### config.mk
export PLATFORM = sky130hd
export DESIGN_NAME = cv32e40p_fast_irq_sched_flat
export DESIGN_NICKNAME = d
export VERILOG_FILES = /design/src/rtl/cv32e40p_pkg.sv /design/src/rtl/cv32e40p_fast_irq_sched_if.sv /design/src/rtl/cv32e40p_rr_pick.sv /design/src/rtl/cv32e40p_fast_irq_sched.sv /design/src/flat_wrapper.sv
export SDC_FILE = /design/constraint.sdc
export NUM_CORES = 1
export LEC_CHECK = 0
export CAP_MARGIN = 10
export CORE_MARGIN = 2
export CORE_UTILIZATION = 43
export DETAILED_ROUTE_END_ITERATION = 16
export PLACE_DENSITY = 0.85
export SYNTH_ARGS = -nofsm -noshare
export SYNTH_HDL_FRONTEND = slang
export SYNTH_SLANG_ARGS = --single-unit
### constraint.sdc
create_clock -name clk -period 3.3 [get_ports clk]
set_input_delay 0.66 -clock clk [delete_from_list [all_inputs] [get_ports clk]]
set_output_delay 0.66 -clock clk [all_outputs]
set_load 0.02 [all_outputs]
### src/rtl/cv32e40p_pkg.sv
// Shared constants and types for the fast-interrupt scheduler: core irq bit
// positions for the standard lines and the presentation FSM states.
package cv32e40p_pkg;

  localparam int FAST_IRQ_BASE = 16;
  localparam int CSR_MSIX_BIT  = 3;
  localparam int CSR_MTIX_BIT  = 7;
  localparam int CSR_MEIX_BIT  = 11;

  typedef enum logic [1:0] {
    IDLE    = 2'd0,
    PRESENT = 2'd1,
    GAP     = 2'd2
  } fast_irq_state_e;

  function automatic int idx_width(input int n);
    return (n > 1) ? $clog2(n) : 1;
  endfunction

endpackage

### src/rtl/cv32e40p_fast_irq_sched_if.sv
// Core-side link of the scheduler: the irq vector toward the core and the
// core's interrupt-taken pulse with the id of the taken interrupt.
interface cv32e40p_fast_irq_sched_if;

  // Handshake: irq_o is a level held by the scheduler; the core answers with a
  // single-cycle irq_ack_i pulse, and irq_id_i is only meaningful while
  // irq_ack_i is high. There is no backpressure on either side.
  logic [31:0] irq_o;
  logic        irq_ack_i;
  logic [4:0]  irq_id_i;

  modport master (
    output irq_o,
    input  irq_ack_i,
    input  irq_id_i
  );

  modport slave (
    input  irq_o,
    output irq_ack_i,
    output irq_id_i
  );

endinterface

### src/rtl/cv32e40p_rr_pick.sv
// Round-robin picker: first set request at or after ptr, wrapping modulo
// NUM_SRC. Purely combinational.
module cv32e40p_rr_pick #(
  parameter int NUM_SRC = 16,
  parameter int IDX_W   = 4
) (
  input  logic [NUM_SRC-1:0] req,
  input  logic [IDX_W-1:0]   ptr,
  output logic               valid,
  output logic [IDX_W-1:0]   idx
);

  logic [IDX_W:0]   sum;
  logic [IDX_W-1:0] cand;

  // Scan from the farthest offset down so the nearest hit is written last.
  always_comb begin
    valid = 1'b0;
    idx   = '0;
    sum   = '0;
    cand  = '0;
    for (int i = NUM_SRC - 1; i >= 0; i--) begin
      sum = {1'b0, ptr} + (IDX_W + 1)'(i);
      if (sum >= (IDX_W + 1)'(NUM_SRC)) begin
        sum = sum - (IDX_W + 1)'(NUM_SRC);
      end
      cand = sum[IDX_W-1:0];
      if (req[cand]) begin
        valid = 1'b1;
        idx   = cand;
      end
    end
  end

endmodule

### src/rtl/cv32e40p_fast_irq_sched.sv
// Fast-interrupt scheduler: latches peripheral sources into pending state and
// presents one fast irq (ids 16..31) at a time to the core, round-robin.
module cv32e40p_fast_irq_sched
  import cv32e40p_pkg::*;
#(
  parameter  int NUM_SRC = 16,
  localparam int IDX_W   = idx_width(NUM_SRC)
) (
  input  logic                      clk,
  input  logic                      rst_n,
  input  logic [NUM_SRC-1:0]        src_i,
  input  logic [NUM_SRC-1:0]        edge_mode_i,
  input  logic [NUM_SRC-1:0]        src_en_i,
  input  logic [NUM_SRC-1:0]        sw_set_i,
  input  logic [NUM_SRC-1:0]        sw_clr_i,
  input  logic                      msip_i,
  input  logic                      mtip_i,
  input  logic                      meip_i,
  cv32e40p_fast_irq_sched_if.master core_if,
  output logic [NUM_SRC-1:0]        pending_o,
  output logic                      busy_o,
  output fast_irq_state_e           state_o,
  output logic [IDX_W-1:0]          rr_ptr_o
);

  logic [NUM_SRC-1:0] src_q, src_d;
  logic [NUM_SRC-1:0] pend_q, pend_d;
  logic [NUM_SRC-1:0] rise, eligible, ack_clr;
  fast_irq_state_e    state_q, state_d;
  logic [IDX_W-1:0]   sel_q, sel_d;
  logic [IDX_W-1:0]   rr_ptr_q, rr_ptr_d;
  logic [IDX_W-1:0]   sel_inc;
  logic [2:0]         std_q, std_d;
  logic               pick_valid;
  logic [IDX_W-1:0]   pick_idx;
  logic [4:0]         sel_id;
  logic               ack_hit;
  logic [31:0]        irq;

  assign src_d    = src_i;
  assign std_d    = {meip_i, mtip_i, msip_i};
  assign rise     = src_i & ~src_q;
  assign eligible = pend_q & src_en_i;
  assign sel_id   = 5'(FAST_IRQ_BASE) + 5'(sel_q);
  assign ack_hit  = (state_q == PRESENT) && core_if.irq_ack_i && (core_if.irq_id_i == sel_id);
  assign sel_inc  = (sel_q == IDX_W'(NUM_SRC - 1)) ? '0 : sel_q + IDX_W'(1);

  cv32e40p_rr_pick #(
    .NUM_SRC (NUM_SRC),
    .IDX_W   (IDX_W)
  ) u_rr_pick (
    .req   (eligible),
    .ptr   (rr_ptr_q),
    .valid (pick_valid),
    .idx   (pick_idx)
  );

  // Edge sources: any set this cycle beats any clear. Level sources mirror src_i.
  always_comb begin
    ack_clr = '0;
    if (ack_hit) begin
      ack_clr[sel_q] = 1'b1;
    end
    pend_d = (edge_mode_i & (rise | sw_set_i | (pend_q & ~(sw_clr_i | ack_clr))))
           | (~edge_mode_i & src_i);
  end

  always_comb begin
    state_d  = state_q;
    sel_d    = sel_q;
    rr_ptr_d = rr_ptr_q;
    unique case (state_q)
      IDLE: begin
        if (pick_valid) begin
          sel_d   = pick_idx;
          state_d = PRESENT;
        end
      end
      PRESENT: begin
        if (ack_hit) begin
          rr_ptr_d = sel_inc;
          state_d  = GAP;
        end else if (!eligible[sel_q]) begin
          state_d = IDLE;
        end
      end
      GAP:     state_d = IDLE;
      default: state_d = IDLE;
    endcase
  end

  always_comb begin
    irq               = '0;
    irq[CSR_MSIX_BIT] = std_q[0];
    irq[CSR_MTIX_BIT] = std_q[1];
    irq[CSR_MEIX_BIT] = std_q[2];
    if (state_q == PRESENT) begin
      irq[sel_id] = 1'b1;
    end
  end

  always_ff @(posedge clk or negedge rst_n) begin
    if (!rst_n) begin
      src_q    <= '0;
      pend_q   <= '0;
      state_q  <= IDLE;
      sel_q    <= '0;
      rr_ptr_q <= '0;
      std_q    <= '0;
    end else begin
      src_q    <= src_d;
      pend_q   <= pend_d;
      state_q  <= state_d;
      sel_q    <= sel_d;
      rr_ptr_q <= rr_ptr_d;
      std_q    <= std_d;
    end
  end

  assign core_if.irq_o = irq;
  assign pending_o     = pend_q;
  assign busy_o        = (state_q == PRESENT);
  assign state_o       = state_q;
  assign rr_ptr_o      = rr_ptr_q;

endmodule
### src/flat_wrapper.sv
// flat-port wrapper written by rule: the top's interface ports become plain ports
module cv32e40p_fast_irq_sched_flat import cv32e40p_pkg::*;
#(
  parameter  int NUM_SRC = 16,
  localparam int IDX_W   = idx_width(NUM_SRC)
)
  (clk, rst_n, src_i, edge_mode_i, src_en_i, sw_set_i, sw_clr_i, msip_i, mtip_i, meip_i, pending_o, busy_o, state_o, rr_ptr_o, core_if_irq_o, core_if_irq_ack_i, core_if_irq_id_i);
  cv32e40p_fast_irq_sched_if core_if_i ();
  input  logic clk;
  input  logic rst_n;
  input  logic [NUM_SRC-1:0] src_i;
  input  logic [NUM_SRC-1:0] edge_mode_i;
  input  logic [NUM_SRC-1:0] src_en_i;
  input  logic [NUM_SRC-1:0] sw_set_i;
  input  logic [NUM_SRC-1:0] sw_clr_i;
  input  logic msip_i;
  input  logic mtip_i;
  input  logic meip_i;
  output logic [NUM_SRC-1:0] pending_o;
  output logic busy_o;
  output fast_irq_state_e state_o;
  output logic [IDX_W-1:0] rr_ptr_o;
  output wire logic [$bits(core_if_i.irq_o)-1:0] core_if_irq_o;
  input wire logic [$bits(core_if_i.irq_ack_i)-1:0] core_if_irq_ack_i;
  input wire logic [$bits(core_if_i.irq_id_i)-1:0] core_if_irq_id_i;
  assign core_if_irq_o = core_if_i.irq_o;
  assign core_if_i.irq_ack_i = core_if_irq_ack_i;
  assign core_if_i.irq_id_i = core_if_irq_id_i;
  cv32e40p_fast_irq_sched #(.NUM_SRC(NUM_SRC)) u_core (.clk(clk), .rst_n(rst_n), .src_i(src_i), .edge_mode_i(edge_mode_i), .src_en_i(src_en_i), .sw_set_i(sw_set_i), .sw_clr_i(sw_clr_i), .msip_i(msip_i), .mtip_i(mtip_i), .meip_i(meip_i), .core_if(core_if_i), .pending_o(pending_o), .busy_o(busy_o), .state_o(state_o), .rr_ptr_o(rr_ptr_o));
endmodule
==> results of run 1 <==
tightest hold or removal path: cells and delay by family (launching register included):
kind          cells  cell delay (ns)
flops             1             0.34
simple gates      3             0.14
worst paths after layout:
path,start,end,slack [ns],cells past startpoint
max,src_en_i[4],u_core.sel_q[1]$_DFFE_PN0P_,0.11,10
min in group asynchronous,rst_n,u_core.src_q[4]$_DFF_PN0_,0.52,1
min,u_core.src_q[11]$_DFF_PN0_,u_core.pending_o[11]$_DFF_PN0_,0.51,3
max reg2reg,u_core.rr_ptr_o[2]$_DFFE_PN0P_,u_core.sel_q[3]$_DFFE_PN0P_,0.16,11
max in group asynchronous,rst_n,u_core.rr_ptr_o[0]$_DFFE_PN0P_,2.07,1
min reg2reg,u_core.src_q[11]$_DFF_PN0_,u_core.pending_o[11]$_DFF_PN0_,0.51,3
power by group:
group / internal, mW / total, mW / switching [mW]
sequential: 0.642 / 0.763 / 0.121
clock: 0.301 / 0.507 / 0.206
combinational: 3.05 / 6.54 / 3.49
synthesized netlist by cell type (4+ instances only):
master / n
nand2_1: 99
dfrtp_1: 45
o21ai_0: 43
nor2_1: 33
mux4_2: 29
inv_1: 22
and2_1: 20
a311oi_1: 17
buf_4: 15
nand3_1: 14
nor3_1: 12
a21oi_1: 11
clkbuf_1: 11
ha_1: 11
mux2i_1: 11
xnor2_1: 10
a21boi_0: 8
a31oi_1: 7
buf_2: 6
mux2_2: 6
o22ai_1: 6
a211oi_1: 5
and3_1: 5
mux2i_4: 5
nor2b_1: 4
xor2_1: 4
per-layer routing:
metal / share of wire (%) / track usage, %
met5: 0 / 0
met2: 48 / 52.6
met1: 39 / 37.2
met4: 4.3 / 14.4
met3: 8.7 / 5.71
registers in the layout, indices dropped and copies added (netlist names):
signal            count
u_core.sel_q          4
u_core.pending_o     16
u_core.state_o        2
u_core.src_q         16
u_core.std_q          3
u_core.rr_ptr_o       4
kinds of logic after synthesis:
family	after synthesis
DFF	45
xor gates and xnor gates	17
other	1
buffers and inverters	60
AOI/OAI and AO/OA	134
and+or+nand+nor	202
adders and majority gates	11
muxes	53
layout make-up:
cell class | instances | share of cell area (%)
multi-input combinational | 430 | 48.9
timing repair buffer | 200 | 27.9
sequential | 45 | 17.1
tap | 136 | 2.58
inverter | 26 | 1.50
clock buffer | 5 | 1.04
clock inverter | 3 | 0.987
per-stage QoR:
step                setup slack, ns  utilization, %
finish                        0.113            64.2
detailed placement           -0.272            62.5
global placement             -0.222            62.5
global route                 0.0141            64.2
floorplan                    0.0318               -
CTS                          0.0605            63.9
what timing repair did:
| action | CTS | global route |
|---|---|---|
| endpoints found under the setup margin | 2 | 5 |
| hold buffers | 0 | 0 |
| hold endpoints to repair | 0 | 0 |
| setup buffers | 0 | 0 |
| resized for setup | 1 | 6 |
==> results.json, run 1 <==
{
  "mostFrequentLayoutCell": "clkdlybuf4s50_1",
  "root_buffer": "clkbuf_8",
  "via_per_inst": 6.01,
  "min_period_over_period_pct": 96.6,
  "seqCellArea_um2": 1130,
  "place.port_buffers": 132,
  "total_power_mw": 7.81,
  "synthMuxAreaShare_pct": 21.4,
  "nFillCells": 831,
  "worst_slew_pin_slew_ns": 1.04,
  "synth_fa_ha_area_share_pct": 3.03,
  "grt_overflow": 0,
  "drc": 0,
  "routed_wl_mm": 17.2,
  "synth_cell_type_count": 69,
  "ios": 146,
  "fp.dieH_um": 107,
  "setup_tns_ns": 0,
  "yosysTopAreaCell": "dfrtp_1",
  "path_cells": "clkdlybuf4s50_1 -> and2_1 -> mux4_2 -> mux2i_4 -> mux2_2 -> o211a_1 -> a211oi_1 -> or3b_1 -> a221o_1 -> a31oi_1",
  "finalSetupViolCount": 0,
  "finClkSkew_ns": 0.00760,
  "synth_top_area_share_pct": 24.8,
  "critPathLaunchType": "input port",
  "drv_cap": 0,
  "ys_ff_latch": 45,
  "clk_path_buf_depth": 2,
  "hold_path.class": "reg -> reg",
  "multi_input_area_um2": 3220,
  "fp.dieW_um": 107,
  "cp_slowest_stage_delay_ns": 0.54,
  "final_cell_area_um2": 6600,
  "nets": 810,
  "hold_viol_final": 0,
  "drt_iter0_drc": 374,
  "synth.area.top_cells": "dfrtp_1 25%, mux4_2 14%, nand2_1 8.2%, o21ai_0 4.7%, a311oi_1 3.3%",
  "grt_usage_pct": 30.7,
  "slew_headroom_pct": 30.5,
  "cp_top_family": "multiplexers",
  "num_vias": 5079,
  "synth-main-ff-cell": "dfrtp_1",
  "rsz0062_at_grt": "no",
  "grt_pass1_wl_mm": 26.9,
  "final_cells": 845,
  "slowest_stage": "mux4_2",
  "worstPathArrival_ns": 3.41,
  "synth-simple-area-share_pct": 20.1,
  "syn_area_per_cell_um2": 8.69,
  "required_ns": 3.52,
  "synth_edf_count": 0,
  "synthArstFlopShare_pct": 100,
  "core-area_um2": 10300,
  "placedCellCount": 837,
  "synth_xor_area_share_pct": 3.77,
  "crit_fanout": 4,
  "min_period_ns": 3.19,
  "placed_area_um2": 6420,
  "netlist_area_um2": 4550,
  "clock_sinks": 45,
  "initial_core_util_pct": 44.2,
  "power_density_nw_per_um2": 1180,
  "final_cell_mix": "131 x clkdlybuf4s50_1, 99 x nand2_1, 67 x buf_4",
  "path_class": "in -> reg",
  "clk_latency_ns": 0.31,
  "row_count": 37,
  "seq_area_frac_synth_pct": 24.8,
  "drive_gt1_share_pct": 19.7,
  "dieArea_um2": 11400,
  "gp_congestion": 1.05,
  "antenna_found_initial": 0,
  "grt_max_degree": 46,
  "yosys_warnings": 0,
  "area_delta_synth_final_pct": 45.0,
  "hold-worst-slack_ns": 0.507,
  "cts_tree": "built",
  "avgRoutedWirePerCell_um": 20.4,
  "htree_levels": 2,
  "ant_nets": 0,
  "dpl.hpwl_mm": 13.9,
  "clk_pin_slew_ns": 0.10,
  "final-max-slew-violation-count": 0,
  "grt_pass1_vias": 5148,
  "critical_path_buf_inv_count": 1,
  "first_pass_iters": 4,
  "numCtsBuffers": 5,
  "synth_compound_area_share_pct": 20.3,
  "outcome": "finished clean",
  "cp-end-kind": "flip-flop",
  "irDropWorstVdd_mv": 0.498,
  "leakage_nw": 2.76,
  "synth_top_family_by_area": "multiplexers",
  "fmaxAchievable_mhz": 314,
  "synthCells": 523,
  "antennaDiodeCount": 0
}
No activity file was read; power rests on OpenSTA's default activity.
==> run 2: changes to the inputs <==
--- a/config.mk
+++ b/config.mk
@@ -7,9 +7,10 @@
 export LEC_CHECK = 0
 export CAP_MARGIN = 10
 export CORE_MARGIN = 2
-export CORE_UTILIZATION = 43
+export CORE_UTILIZATION = 44
+export CTS_BUF_LIST = sky130_fd_sc_hd__clkbuf_2 sky130_fd_sc_hd__clkbuf_4 sky130_fd_sc_hd__clkbuf_8
 export DETAILED_ROUTE_END_ITERATION = 16
-export PLACE_DENSITY = 0.85
+export PLACE_DENSITY = 0.87
 export SYNTH_ARGS = -nofsm -noshare
 export SYNTH_HDL_FRONTEND = slang
 export SYNTH_SLANG_ARGS = --single-unit
==> run 2 against run 1 <==
Net effect: utilization is 1.1 points higher; via count is 1.8% higher; global-route usage is 0.53 points higher; routed wire length is 1.6% higher; combinational power is 3.5% higher; register-to-register slack worse by 0.02 ns; clock skew is 0.0027 ns higher; final cell count is 0.71% higher; clock power is 11% lower; fmax hardly changed; sequential cell count stayed put; final area is 0.72% higher; critical path type unchanged.
==> results.json, run 2 (synthesized netlist as in run 1, its figures left out) <==
{
  "grt-busiest-layer": "met2",
  "grt_pass1_vias": 5280,
  "place_ws_ns": -0.275,
  "fp.dieH_um": 106,
  "worstPathArrival_ns": 3.41,
  "fp.dieW_um": 106,
  "ant_nets": 0,
  "critical_path_buf_inv_count": 1,
  "antennaDiodeCount": 0,
  "finalSetupViolCount": 0,
  "slew_headroom_pct": 29.5,
  "power_density_nw_per_um2": 1200,
  "leakage_nw": 2.78,
  "worst_slew_pin_slew_ns": 1.06,
  "clk_pin_slew_ns": 0.09,
  "gr-usage-met1_pct": 37.3,
  "ff2ff_path_depth": 10,
  "required_ns": 3.53,
  "mostFrequentLayoutCell": "clkdlybuf4s50_1",
  "cp_common_cell": "a31oi_1",
  "drt_iter0_drc": 377,
  "min_path_cells": 3,
  "first_pass_iters": 5,
  "grt_max_degree": 46,
  "clk_path_buf_depth": 2,
  "gp_congestion": 0.994,
  "nets": 816,
  "dpl.hpwl_mm": 14.0,
  "routed_wl_mm": 17.5,
  "slowest_stage": "mux4_2",
  "area_delta_synth_final_pct": 46.1,
  "hold_path_startpoint": "u_core.src_q[2]$_DFF_PN0_",
  "cp_top_family": "multiplexers",
  "hold_viol_final": 0,
  "met3_usage_pct": 5.94,
  "placedCellCount": 842,
  "htree_levels": 2,
  "finClkSkew_ns": 0.0103,
  "dieArea_um2": 11200,
  "multi_input_area_um2": 3250,
  "outcome": "finished clean",
  "num_vias": 5170,
  "place.port_buffers": 132,
  "final_cells": 851,
  "clock_sinks": 45,
  "nFillCells": 779,
  "crit_fanout": 4,
  "grt_pass1_wl_mm": 27.2,
  "path_class": "in -> reg",
  "ios": 146,
  "avgRoutedWirePerCell_um": 20.5,
  "root_buffer": "clkbuf_8",
  "final_cell_mix": "131 x clkdlybuf4s50_1, 99 x nand2_1, 73 x buf_4",
  "core-area_um2": 10200,
  "clk_latency_ns": 0.31,
  "final-max-slew-violation-count": 0,
  "seqCellArea_um2": 1130,
  "row_count": 37,
  "r2r_start": "u_core.rr_ptr_o[1]$_DFFE_PN0P_",
  "hold_path.class": "reg -> reg",
  "cts_tree": "built",
  "cp-end-kind": "flip-flop",
  "placed_area_um2": 6450,
  "critPathLaunchType": "input port",
  "grt_usage_pct": 31.2,
  "irDropWorstVdd_mv": 0.510,
  "antenna_found_initial": 0,
  "final_cell_area_um2": 6640,
  "initial_core_util_pct": 44.6,
  "cp_slowest_stage_delay_ns": 0.55,
  "cp.depth": 10,
  "finish.utilization_pct": 65.2,
  "drive_gt1_share_pct": 20.3,
  "fmaxAchievable_mhz": 314,
  "met2_usage_pct": 53.6,
  "numCtsBuffers": 5,
  "drc": 0,
  "critical_path.startpoint": "src_en_i[0]",
  "min_period_ns": 3.18,
  "setup_tns_ns": 0,
  "min_period_over_period_pct": 96.5,
  "grt_overflow": 0,
  "via_per_inst": 6.08,
  "drv_cap": 0,
  "path_cells": "clkdlybuf4s50_1 -> and2_1 -> mux4_2 -> mux2i_1 -> mux2_2 -> nand3_1 -> o311a_1 -> a31oi_1 -> o211ai_1 -> a31oi_1",
  "worst_slack_ns": 0.116
}
==> run 2: final cells by class <==
| class | instances | share of cell area [%] |
|---|---|---|
| flip-flops and latches | 45 | 17.0 |
| clock inverters | 2 | 0.565 |
| clock buffers | 6 | 1.24 |
| well taps | 136 | 2.56 |
| multi-input cells | 431 | 49.0 |
| repair buffers | 205 | 28.1 |
| inverters | 26 | 1.56 |
==> run 2: layer usage <==
| layer | vias up | wire length (um) |
|---|---|---|
| li1 | 2290 | - |
| met1 | 2457 | 6430 |
| met2 | 363 | 8670 |
| met3 | 60 | 1590 |
| met4 | 0 | 784 |
| met5 | - | 0 |
==> run 2: timing repair <==
item | in CTS | in global routing
setup endpoints to repair | 4 | 5
hold buffers | 0 | 0
pin swaps | 0 | 1
cloned | 0 | 1
buffers inserted | 0 | 0
gates resized for setup | 1 | 10
==> run 2: power by group <==
part	internal, mW	total (mW)	switching [mW]
logic	3.19	6.77	3.58
registers	0.642	0.785	0.143
clock network	0.246	0.449	0.203
total	4.08	8.00	3.92
==> run 2: stage by stage <==
step                      power (mW)  hold WS (ns)
final                           8.00         0.521
after global routing            8.49         0.533
after CTS                       7.71         0.515
after detailed placement        7.24         0.492
after global placement          7.24         0.486
after floorplan                 4.69         0.364
==> run 2: worst paths after layout <==
| check | slack (ns) | end |
|---|---|---|
| hold reg to reg | 0.52 | u_core.pending_o[2]$_DFF_PN0_ |
| min in group asynchronous | 0.53 | u_core.pending_o[7]$_DFF_PN0_ |
| max in group asynchronous | 2.05 | u_core.rr_ptr_o[0]$_DFFE_PN0P_ |
| hold / removal | 0.52 | u_core.pending_o[2]$_DFF_PN0_ |
| setup / recovery | 0.12 | u_core.sel_q[2]$_DFFE_PN0P_ |
| setup reg to reg | 0.14 | u_core.sel_q[3]$_DFFE_PN0P_ |
==> run 2: worst reg2reg max path: stages, from the launching register on <==
cell        delay (ns)
dfrtp_2           0.46
inv_4             0.10
ha_4              0.36
clkinvlp_4        0.22
mux4_2            0.57
nor3b_1           0.19
o311ai_1          0.25
o311ai_1          0.17
a211oi_1          0.28
o32a_1            0.31
a21oi_1           0.10
